[src/rtl/mem_port_arbiter.sv]
// Shares one memory unit among NUM_CH requesters using the valid/ready memory handshake.
// Supports round-robin or fixed priority, a one-cycle GAP after each transaction, and an optional response timeout.
module mem_port_arbiter #(
    parameter int NUM_CH  = 2,
    parameter int ADDR_W  = 32,
    parameter int DATA_W  = 32,
    parameter int RR_MODE = 1,
    parameter int TIMEOUT = 255
) (
    input  logic                       clk,
    input  logic                       rst,
    input  logic [NUM_CH-1:0]          ch_valid,
    input  logic [NUM_CH-1:0]          ch_rw,
    input  logic [NUM_CH*ADDR_W-1:0]   ch_addr,
    input  logic [NUM_CH*DATA_W-1:0]   ch_data_in,
    input  logic [2*NUM_CH-1:0]        ch_byte_half_word,
    input  logic [NUM_CH-1:0]          ch_is_load_unsigned,
    output logic [NUM_CH-1:0]          ch_ready,
    output logic [NUM_CH-1:0]          ch_out_of_range,
    output logic [DATA_W-1:0]          ch_data_out,
    output logic                       mem_valid,
    output logic                       mem_rw,
    output logic [ADDR_W-1:0]          mem_addr,
    output logic [DATA_W-1:0]          mem_data_in,
    output logic [1:0]                 mem_byte_half_word,
    output logic                       mem_is_load_unsigned,
    input  logic                       mem_ready,
    input  logic                       mem_out_of_range,
    input  logic [DATA_W-1:0]          mem_data_out,
    output logic                       busy,
    output logic [$clog2(NUM_CH)-1:0]  grant_id,
    output logic                       timeout_err
);

    localparam int GW = $clog2(NUM_CH);
    localparam int TW = (TIMEOUT > 0) ? $clog2(TIMEOUT + 1) : 1;

    typedef enum logic [1:0] {
        IDLE = 2'd0,
        BUSY = 2'd1,
        GAP  = 2'd2
    } state_t;

    state_t          r_state;
    state_t          w_nextState;
    logic [GW-1:0]   r_grantId;
    logic [GW-1:0]   r_rrPtr;
    logic [TW-1:0]   r_timer;
    logic            r_timeoutErr;

    logic [GW-1:0]   w_winner;
    logic            w_anyValid;
    logic            w_resp;
    logic            w_timeout;
    logic            w_done;

    // Winner search: first pass covers channels at or above the RR pointer, second pass wraps to the bottom.
    always_comb begin
        w_winner   = '0;
        w_anyValid = 1'b0;
        for (int k = 0; k < NUM_CH; k++) begin
            if (!w_anyValid && ch_valid[k] && (RR_MODE == 0 || GW'(k) >= r_rrPtr)) begin
                w_winner   = GW'(k);
                w_anyValid = 1'b1;
            end
        end
        for (int k = 0; k < NUM_CH; k++) begin
            if (!w_anyValid && ch_valid[k]) begin
                w_winner   = GW'(k);
                w_anyValid = 1'b1;
            end
        end
    end

    assign w_resp = mem_ready | mem_out_of_range;

    // Next state plus the combinational request mux and response pulses; pulses are suppressed while rst is high.
    always_comb begin
        w_nextState          = r_state;
        w_timeout            = 1'b0;
        w_done               = 1'b0;
        mem_valid            = 1'b0;
        mem_rw               = 1'b0;
        mem_addr             = '0;
        mem_data_in          = '0;
        mem_byte_half_word   = 2'b00;
        mem_is_load_unsigned = 1'b0;
        ch_ready             = '0;
        ch_out_of_range      = '0;
        ch_data_out          = '0;
        case (r_state)
            IDLE: begin
                if (w_anyValid) begin
                    w_nextState = BUSY;
                end
            end
            BUSY: begin
                mem_valid            = 1'b1;
                mem_rw               = ch_rw[r_grantId];
                mem_addr             = ch_addr[int'(r_grantId) * ADDR_W +: ADDR_W];
                mem_data_in          = ch_data_in[int'(r_grantId) * DATA_W +: DATA_W];
                mem_byte_half_word   = ch_byte_half_word[int'(r_grantId) * 2 +: 2];
                mem_is_load_unsigned = ch_is_load_unsigned[r_grantId];
                w_timeout            = (TIMEOUT != 0) && !w_resp && (r_timer == TW'(TIMEOUT));
                if (w_resp || w_timeout) begin
                    w_done      = 1'b1;
                    w_nextState = GAP;
                end
                if (!rst) begin
                    if (mem_ready) begin
                        ch_ready[r_grantId] = 1'b1;
                        ch_data_out         = mem_data_out;
                    end
                    if (mem_out_of_range || w_timeout) begin
                        ch_out_of_range[r_grantId] = 1'b1;
                    end
                end
            end
            GAP: begin
                w_nextState = IDLE;
            end
            default: begin
                w_nextState = IDLE;
            end
        endcase
    end

    // State register together with the grant, RR pointer, timeout counter and sticky error flag.
    always_ff @(posedge clk) begin
        if (rst) begin
            r_state      <= IDLE;
            r_grantId    <= '0;
            r_rrPtr      <= '0;
            r_timer      <= '0;
            r_timeoutErr <= 1'b0;
        end else begin
            r_state <= w_nextState;
            if (r_state == IDLE && w_anyValid) begin
                r_grantId <= w_winner;
                r_timer   <= '0;
            end
            if (r_state == BUSY) begin
                if (w_done) begin
                    if (RR_MODE != 0) begin
                        r_rrPtr <= (r_grantId == GW'(NUM_CH - 1)) ? '0 : r_grantId + 1'b1;
                    end
                    if (w_timeout) begin
                        r_timeoutErr <= 1'b1;
                    end
                end else begin
                    r_timer <= r_timer + 1'b1;
                end
            end
        end
    end

    assign busy        = (r_state != IDLE);
    assign grant_id    = r_grantId;
    assign timeout_err = r_timeoutErr;

endmodule

[config.mk]
export PLATFORM = sky130hd
export DESIGN_NAME = mem_port_arbiter
export DESIGN_NICKNAME = d
export VERILOG_FILES = /design/src/rtl/mem_port_arbiter.sv
export SDC_FILE = /design/constraint.sdc
export NUM_CORES = 1
export LEC_CHECK = 0
export ABC_AREA = 1
export BUFFER_PORTS_ARGS = -buffer_cell sky130_fd_sc_hd__buf_4
export CORE_AREA = 2 2 111 113
export CTS_CLUSTER_SIZE = 8
export DETAILED_ROUTE_END_ITERATION = 10
export DIE_AREA = 0 0 113 115
export GPL_TIMING_DRIVEN = 0
export PLACE_DENSITY = 0.6
export RECOVER_POWER = 25
export SLEW_MARGIN = 20
export SYNTH_ARGS = -nofsm -noshare
export SYNTH_HDL_FRONTEND = slang
export SYNTH_SLANG_ARGS = --single-unit
export TNS_END_PERCENT = 50
[constraint.sdc]
create_clock -name clk -period 1.8 [get_ports clk]
set_input_delay 0 -clock clk [delete_from_list [all_inputs] [get_ports clk]]
set_output_delay 0 -clock clk [all_outputs]
set_load 0.01 [all_outputs]
==> results.toml, run 1 <==
[global_routing]
global_route.overflow_total = 0
initial_antenna_violation_count = 0
track_usage = 0.161
grt_first_pass_wirelength_um = 16800
grt_max_degree = 11
first_global_vias = 3190

[die]
fp-row-count = 40
die_extent_in_y_um = 115
i_o_pins = 282
die_w_um = 113
core_area_um2 = 11800
start_util = 0.167
fp.dieArea_um2 = 13000

[layout]
final_core_utilization = 0.364
final_common_cell = "sky130_fd_sc_hd__buf_4"
design_area_um2 = 4300
final_cell_mix = "268 x sky130_fd_sc_hd__buf_4, 193 x sky130_fd_sc_hd__nand2_1, 74 x sky130_fd_sc_hd__a21oi_1"
drive_gt1_frac = 0.428
antenna-diode-count = 0
area_growth_syn_to_layout_pct = 118
fillCellCount = 1358
fin_nets = 866

[synth]
synth.lib_cells_used.distinct = 27
synthesis.instances = 405
synth.yosys.seq_area_share = 0.132
yosys_register_bits = 13
syn-mean-instance-area_um2 = 4.86
mappedNetlistArea_um2 = 1970
synthesis.nets = 580
synth_warnings = 0

[sta]
finalCritPeriodShare = 0.927
slew_headroom = 0.607
timing.setup.tns_ns = 0
final-setup-viol-count = 0
skew_ns = 0.00304
worst_slew_pin_slew_ns = 0.589
fmax_mhz = 600
min_tclk_post_route_ns = 1.67
hold_violations = 0
setup_repair_after_global_routing_missed_its_margin = "false"
hold_slack_ns = 0.109
timing.final.max_slew_violations = 0

[worst_setup_path]
worstPathBufferInverterCount = 3
cp_top_family = "buffers and inverters"
timing.critical_path.required_ns = 1.80
critical_path.slowest_cell = "sky130_fd_sc_hd__clkbuf_1"
cells_traversed_along_the_worst_timing_path = "buf_2 > clkbuf_1 > nand2_1 > a21oi_1 > buf_4"
critical_path_endpoint_category = "output port"
crit_type = "flip-flop to output port"
slowest_delay_ns = 0.37
critical_path_peak_fanout = 10
crit_path_start_kind = "flip-flop"
rrSetupSlack_ns = 0.31
worst_ep_arrival_time_ns = 1.67

[power_and_ir_drop]
power_per_cell_area_nw_per_um2 = 407
total_leakage_power_nw = 2.24
ir_drop_mv = 0.313

[placement]
place_hpwl_um = 9770
routability_congestion_estimate_from_global_placement = 0.808
post_dp_cell_area_um2 = 4250
buffer_ports.inserted = 280

[clocking]
cts-buffers-inserted = 3
tritoncts = "yes"
cts_htree_levels = 1
clock_sink_count = 13
clk_latency_ns = 0.24
cts.path.max_buffers = 2
clock-root-buffer = "sky130_fd_sc_hd__clkbuf_16"
cts.clk_slew.worst_paths_ns = 0.04

[status]
result_of_the_run = "complete, but fails checks"
failed_checks = "DRC"

[drt]
vias_per_cell = 4.20
vias = 3518
detail_route.wirelength_um = 11600
drtPass1Iterations = 9
drt_drc_violations_left = 20
ant_nets = 0
detail_routed_net_length_per_standard_cell_um = 13.9
drt_first_iter_violations = 167

[run]
max-cap-violations = 0

[hold_path]
worst_hold_path_type = "input pin to flip-flop"
power by group:
group / switching, mW / leakage [nW] / total (mW) / internal (mW)
sequential: 0.00544 / 0.105 / 0.303 / 0.298
clock: 0.119 / 0.0382 / 0.417 / 0.298
combinational: 0.516 / 2.10 / 1.03 / 0.511
total: 0.641 / 2.24 / 1.75 / 1.11
cell usage after synthesis, drive strengths merged:
| cell type | instances | area, µm² |
|---|---|---|
| a21oi | 74 | 370 |
| clkinv | 1 | 3.75 |
| inv | 17 | 63.8 |
| clkbuf | 12 | 45.0 |
| nor2 | 47 | 208 |
| a21boi | 1 | 7.51 |
| ha | 1 | 12.5 |
| o21ai | 6 | 33.8 |
| o21a | 1 | 7.51 |
| nor3 | 2 | 10.0 |
| o22ai | 1 | 6.26 |
| nand3 | 12 | 60.1 |
| nand4 | 2 | 12.5 |
| dfxtp | 13 | 260 |
| buf | 18 | 93.8 |
| nand2 | 195 | 757 |
| xor2 | 1 | 8.76 |
| o211ai | 1 | 7.51 |
repair_timing:
item                       4_1_cts  5_1_grt
setup endpoints to repair       10       19
buffers inserted                 0        0
resized for setup                3        6
hold buffers                     1        0
hold endpoints to repair         7        0
logic make-up (layout without fill, tap and decap cells):
group,after synthesis,after routing,share of synthesized area
buffers and inverters,48,333,0.105
DFF,13,13,0.132
and+or+nand+nor,258,258,0.532
xor gates and xnor gates,1,1,0.00445
adders and majority gates,1,1,0.00636
AOI/OAI and AO/OA,84,84,0.220
stage by stage:
stage,instances,total power [mW],setup WS [ns]
after global placement,832,1.36,0.191
final,837,1.75,0.132
after floorplan,405,0.730,0.548
after global routing,837,1.87,0.00465
after CTS,837,1.79,0.0136
after detailed placement,832,1.36,0.227
metal layers:
metal  GRT usage  up-vias  part of all wire  routed length, µm
li1            -     1844                 -                  -
met2       0.290      175              0.49               5640
met5           0        -                 0                  0
met1       0.197     1494              0.39               4560
met4      0.0130        0            0.0040                 46
met3      0.0474        5              0.12               1360
worst min-delay path, delay by kind of cell:
family	cells	cell delay, ns
buf+inv	1	0.12
compound gates	2	0.17
final cells by class:
| class | count | area [µm²] | area share |
|---|---|---|---|
| Sequential cell | 13 | 260 | 0.0606 |
| Timing Repair Buffer | 281 | 2070 | 0.481 |
| Clock buffer | 4 | 78.8 | 0.0184 |
| Tap cell | 147 | 184 | 0.0428 |
| Buffer | 30 | 146 | 0.0341 |
| Inverter | 18 | 67.6 | 0.0157 |
| Multi-Input combinational cell | 344 | 1490 | 0.347 |
worst paths after layout:
kind / endpoint / from / cells past startpoint
worst max-delay path: mem_data_in[18] / grant_id / 5
worst min-delay path: grant_id / ch_valid[1] / 3
worst max register to register: r_timer[0] / r_timer[1] / 9
worst min register to register: timeout_err / timeout_err / 2
flip-flops by register name (all words and copies together) (netlist names):
register and cells:
r_timer 8, r_state 2, grant_id 1, r_rrPtr 1
timeout_err 1
No activity file was read; power rests on OpenSTA's default activity.
==> run 2: changes to the inputs <==
==> constraint.sdc (replaced) <==
create_clock -name clk -period 1.8 [get_ports clk]
set_input_delay 0 -clock clk [delete_from_list [all_inputs] [get_ports clk]]
set_output_delay 0 -clock clk [all_outputs]
set_load 0.1 [all_outputs]
==> run 2 against run 1 <==
Against the previous run:
- the run still ends with DRC left
- maximum frequency is 3.0% lower
- worst setup slack worse by 0.052 ns
- clock skew fell by 0.0018 ns
- register-to-register slack got worse by 0.12 ns
- sequential share of layout area decreased by 1.3 points
- wire length increased by 8.0%
- total power grew 81%
- final area rose by 28%
- non-clock buffer count stayed put
==> results.toml, run 2 (same netlist as run 1, synthesis figures left out) <==
[drt]
vias = 3731
vias_per_cell = 4.46
ant_nets = 0
drt_drc_violations_left = 20
drtPass1Iterations = 7
drt_first_iter_violations = 147
detail_routed_net_length_per_standard_cell_um = 15.0
detail_route.wirelength_um = 12500

[layout]
drive_gt1_frac = 0.586
antenna-diode-count = 0
largest_register = "r_timer"
final_common_cell = "sky130_fd_sc_hd__buf_4"
fin_nets = 866
reg_top3 = "r_timer: 8 flops, r_state: 2 flops"
design_area_um2 = 5500
final-instance-count-excl-fill = 837
final_cell_mix = "200 x sky130_fd_sc_hd__buf_4, 193 x sky130_fd_sc_hd__nand2_1, 73 x sky130_fd_sc_hd__buf_6"
largest_reg_flops = 8
area_growth_syn_to_layout_pct = 179

[power_and_ir_drop]
sw_frac_of_total = 0.586
ir_drop_mv = 0.465
power_per_cell_area_nw_per_um2 = 574
share_clk_of_total_power = 0.135
intPower_mw = 1.31
total_leakage_power_nw = 2.46
p_sw_mw = 1.85
p_comb_frac = 0.769
p_seq_frac = 0.096
p_total_mw = 3.16

[clocking]
clk_latency_ns = 0.25
cts-buffers-inserted = 3
clock_sink_count = 13
cts_htree_levels = 1
tritoncts = "yes"
clock-root-buffer = "sky130_fd_sc_hd__clkbuf_16"
cts.path.max_buffers = 2
cts.clk_slew.worst_paths_ns = 0.05

[status]
result_of_the_run = "complete, but fails checks"
failed_checks = "DRC"

[die]
die_w_um = 113
core_area_um2 = 11800
start_util = 0.167
i_o_pins = 282
fp.dieArea_um2 = 13000
fp-row-count = 40
die_extent_in_y_um = 115

[worst_setup_path]
worst_ep_arrival_time_ns = 1.72
crit_type = "flip-flop to output port"
critical_path_peak_fanout = 10
crit_path_start_kind = "flip-flop"
critical_path_endpoint_category = "output port"
timing.critical_path.required_ns = 1.80

[global_routing]
grt_first_pass_wirelength_um = 18800
track_usage = 0.178
first_global_vias = 3741
initial_antenna_violation_count = 0
grt_max_degree = 11
global_route.overflow_total = 0

[hold_path]
worst_hold_path_type = "input pin to flip-flop"

[sta]
hold_violations = 0
fin_ws_ns = 0.0805
finalCritPeriodShare = 0.955
worst_slew_pin_slew_ns = 1.18
setup_repair_after_global_routing_missed_its_margin = "true"
final-setup-viol-count = 0
slew_headroom = 0.215
timing.setup.tns_ns = 0
fmax_mhz = 582
skew_ns = 0.00126
min_tclk_post_route_ns = 1.72
timing.final.max_slew_violations = 0

[placement]
routability_congestion_estimate_from_global_placement = 0.873
worst_slack_at_placement_ns = -0.219
place_hpwl_um = 10400
buffer_ports.inserted = 280
post_dp_cell_area_um2 = 5090
place.detailed.instances = 832

[run]
max-cap-violations = 0
==> run 2: changes by cell type in the layout (fill, tap and decap cells not counted), sizes merged <==
| cell | previous run | this run |
|---|---|---|
| buf | 284 | 290 |
| clkbuf | 30 | 23 |
| clkinv | 1 | 2 |
==> run 2: final timing paths <==
| path | cells after the start | slack, ns | startpoint | endpoint |
|---|---|---|---|---|
| worst min-delay path | 4 | 0.07 | rst | r_timer[3] |
| worst max register to register | 9 | 0.19 | r_timer[0] | r_timer[0] |
| worst max-delay path | 5 | 0.08 | grant_id | mem_rw |
| worst min register to register | 2 | 0.44 | timeout_err | timeout_err |
==> run 2: cell type report <==
class	instances	area, µm²
Fill cell	1230	6310
Timing Repair Buffer	281	2400
Multi-Input combinational cell	344	2320
Sequential cell	13	264
Tap cell	147	184
Buffer	30	183
Clock buffer	3	75.1
Inverter	18	70.1
Clock inverter	1	5.00
==> run 2: worst max-delay path: stages (launching register included) <==
cell and delay [ns]:
sky130_fd_sc_hd__dfxtp_4 0.34, sky130_fd_sc_hd__buf_2 0.25, sky130_fd_sc_hd__clkbuf_4 0.30, sky130_fd_sc_hd__nand2_1 0.12, sky130_fd_sc_hd__a21oi_4 0.15, sky130_fd_sc_hd__buf_4 0.31
==> run 2: stage by stage <==
step / util / hold WS, ns
after floorplan: - / 0.171
after global placement: 0.430 / 0.211
after detailed placement: 0.431 / 0.215
after CTS: 0.464 / 0.0643
after global routing: 0.465 / 0.0882
final: 0.465 / 0.0653
==> run 2: power groups by stage <==
stage                     Combinational, mW  Clock (mW)  Sequential [mW]
after global routing                   2.53       0.449            0.304
after detailed placement               2.33           0            0.309
final                                  2.43       0.426            0.303
after floorplan                        1.67           0            0.321
after CTS                              2.44       0.436            0.303
after global placement                 2.31           0            0.308
==> run 2: metal layers <==
layer  routed length, µm  track usage
met1                4460        0.198
met2                6760        0.353
met3                1170       0.0364
met4                 148       0.0285
met5                   0            0
==> run 2: repair_timing <==
action	4_1_cts	5_1_grt
endpoints found under the hold margin	8	0
resized for setup	89	31
endpoints found under the setup margin	71	74
hold buffers	1	0
buffers inserted	0	0
==> run 3: changes to the inputs <==
--- a/config.mk
+++ b/config.mk
@@ -8,6 +8,7 @@
 export ABC_AREA = 1
 export BUFFER_PORTS_ARGS = -buffer_cell sky130_fd_sc_hd__buf_4
 export CORE_AREA = 2 2 111 113
+export CTS_BUF_LIST = sky130_fd_sc_hd__clkbuf_8
 export CTS_CLUSTER_SIZE = 8
 export DETAILED_ROUTE_END_ITERATION = 10
 export DIE_AREA = 0 0 113 115
==> run 3 against run 2 <==
Against the previous run:
- the flow still finishes with violations (DRC)
- final area shrank 0.48%
- utilization shrank 0.22 points
- final cell count is the same
- hold slack lost 0.0042 ns
- sequential power is essentially flat
- critical path type unchanged
- largest cell class unchanged
- largest power group unchanged
==> results.toml, run 3 (same netlist as run 1, synthesis figures left out) <==
[status]
result_of_the_run = "complete, but fails checks"
failed_checks = "DRC"

[sta]
timing.setup.tns_ns = 0
slew_headroom = 0.213
hold_violations = 0
finalCritPeriodShare = 0.973
hold_slack_ns = 0.0612
setup_repair_after_global_routing_missed_its_margin = "true"
final-setup-viol-count = 0
skew_ns = 0.00128
timing.final.max_slew_violations = 0
worst_slew_pin_slew_ns = 1.19
min_tclk_post_route_ns = 1.75
fmax_mhz = 571

[drt]
drt_drc_violations_left = 20
ant_nets = 0
drt_first_iter_violations = 190
detail_route.wirelength_um = 12500
drtPass1Iterations = 7
vias = 3718
vias_per_cell = 4.44
detail_routed_net_length_per_standard_cell_um = 14.9

[clocking]
clock-root-buffer = "sky130_fd_sc_hd__clkbuf_8"
clock_sink_count = 13
post_cts_buffers = 0
cts-buffers-inserted = 3
cts.path.max_buffers = 2
clk_latency_ns = 0.25
cts.clk_slew.worst_paths_ns = 0.06
cts_htree_levels = 1
tritoncts = "yes"

[power_and_ir_drop]
p_sw_mw = 1.83
intPower_mw = 1.16
power_per_cell_area_nw_per_um2 = 548
share_clk_of_total_power = 0.089
p_seq_frac = 0.101
ir_drop_mv = 0.432
p_total_mw = 3.00
p_comb_frac = 0.810
total_leakage_power_nw = 2.44
sw_frac_of_total = 0.612

[placement]
place_hpwl_um = 10400
post_dp_cell_area_um2 = 5090
routability_congestion_estimate_from_global_placement = 0.873
buffer_ports.inserted = 280

[hold_path]
hold-path-cell-count = 4
worst_hold_path.endpoint = "r_timer[3]"
min-delay-start = "rst"
worst_hold_path_type = "input pin to flip-flop"

[global_routing]
track_usage = 0.177
grt_max_degree = 11
global_route.overflow_total = 0
grt_first_pass_wirelength_um = 18700
initial_antenna_violation_count = 0
first_global_vias = 3735

[worst_setup_path]
worst_ep_arrival_time_ns = 1.75
cp_top_family = "buffers and inverters"
worstPathBufferInverterCount = 2
crit_type = "flip-flop to output port"
worstReg2RegStart = "r_timer[0]"
critical_path_peak_fanout = 10
worstRegToRegCells = 9
worstReg2RegEnd = "r_timer[0]"
slowest_delay_ns = 0.48
critical_path.slowest_cell = "sky130_fd_sc_hd__clkdlybuf4s15_2"
timing.critical_path.required_ns = 1.80
critical_path_endpoint_category = "output port"
rrSetupSlack_ns = 0.19
crit_path_start_kind = "flip-flop"
cells_traversed_along_the_worst_timing_path = "nand2_4 > clkdlybuf4s15_2 > a21oi_4 > buf_6"

[layout]
final_core_utilization = 0.463
design_area_um2 = 5470
final_cell_mix = "199 x sky130_fd_sc_hd__buf_4, 193 x sky130_fd_sc_hd__nand2_1, 74 x sky130_fd_sc_hd__buf_6"
fillCellCount = 1228
antenna-diode-count = 0
fin_nets = 866
final_common_cell = "sky130_fd_sc_hd__buf_4"
largest_reg_flops = 8
reg_top3 = "r_timer: 8 flops, r_state: 2 flops"
multi_input_comb_area_um2 = 2320
drive_gt1_frac = 0.584
seqCellArea_um2 = 264
largest_register = "r_timer"
area_growth_syn_to_layout_pct = 178

[die]
fp.dieArea_um2 = 13000
fp-row-count = 40
die_w_um = 113
start_util = 0.167
core_area_um2 = 11800
i_o_pins = 282
die_extent_in_y_um = 115

[run]
max-cap-violations = 0
[run 3: how the worst max path moves through the flow]
stage                                 end  cells past startpoint       start  slack (ns)
final                        mem_addr[15]                      4  r_state[0]        0.05
after global routing         mem_addr[15]                      4  r_state[0]       -0.01
after CTS                 mem_data_in[31]                      6    grant_id       -0.03
after detailed placement     mem_addr[28]                      6    grant_id       -0.22
after global placement       mem_addr[26]                      6    grant_id       -0.18
after floorplan           ch_data_out[11]                      6  r_state[1]       -0.28
[run 3: worst register-to-register path, cell delays in order, from the launching register on]
cell	delay, ns
sky130_fd_sc_hd__dfxtp_1	0.38
sky130_fd_sc_hd__ha_2	0.21
sky130_fd_sc_hd__nand2_1	0.10
sky130_fd_sc_hd__nor2_4	0.12
sky130_fd_sc_hd__nand2_1	0.16
sky130_fd_sc_hd__nand2_4	0.09
sky130_fd_sc_hd__clkbuf_2	0.21
sky130_fd_sc_hd__nand2_1	0.07
sky130_fd_sc_hd__o21ai_0	0.07
sky130_fd_sc_hd__nor2_1	0.06
[run 3: power groups by stage]
| stage | clock network [mW] | logic (mW) | registers (mW) |
|---|---|---|---|
| 2_1_floorplan | 0 | 1.67 | 0.321 |
| 3_3_place_gp | 0 | 2.31 | 0.308 |
| 3_5_place_dp | 0 | 2.33 | 0.309 |
| 4_1_cts | 0.271 | 2.44 | 0.302 |
| 5_1_grt | 0.285 | 2.53 | 0.303 |
| 6_report | 0.267 | 2.43 | 0.302 |
[run 3: routing by layer]
| metal | vias to the layer above | track usage | share of wire |
|---|---|---|---|
| met5 | - | 0 | 0 |
| met4 | 0 | 0.0268 | 0.013 |
| met3 | 9 | 0.0337 | 0.093 |
| met2 | 186 | 0.353 | 0.54 |
| met1 | 1678 | 0.196 | 0.36 |
| li1 | 1845 | - | - |
[run 3: metrics by stage]
| step | setup slack, ns | instances |
|---|---|---|
| 2_1_floorplan | -0.284 | 405 |
| 4_1_cts | -0.0277 | 837 |
| 5_1_grt | -0.0145 | 837 |
| 6_report | 0.0491 | 837 |
| 3_3_place_gp | -0.182 | 832 |
| 3_5_place_dp | -0.219 | 832 |
[run 3: repair_timing]
| action | CTS | global route |
|---|---|---|
| gates resized for setup | 91 | 28 |
| setup endpoints to repair | 72 | 77 |
| hold endpoints to repair | 8 | 0 |
| hold buffers | 1 | 0 |
[run 3: area by class of cell]
| class | instances | share of cell area |
|---|---|---|
| Multi-Input combinational cell | 344 | 0.424 |
| Timing Repair Buffer | 281 | 0.438 |
| Clock buffer | 3 | 0.00755 |
| Sequential cell | 13 | 0.0483 |
| Clock inverter | 1 | 0.000915 |
| Tap cell | 147 | 0.0336 |
| Inverter | 18 | 0.0128 |
| Buffer | 30 | 0.0345 |
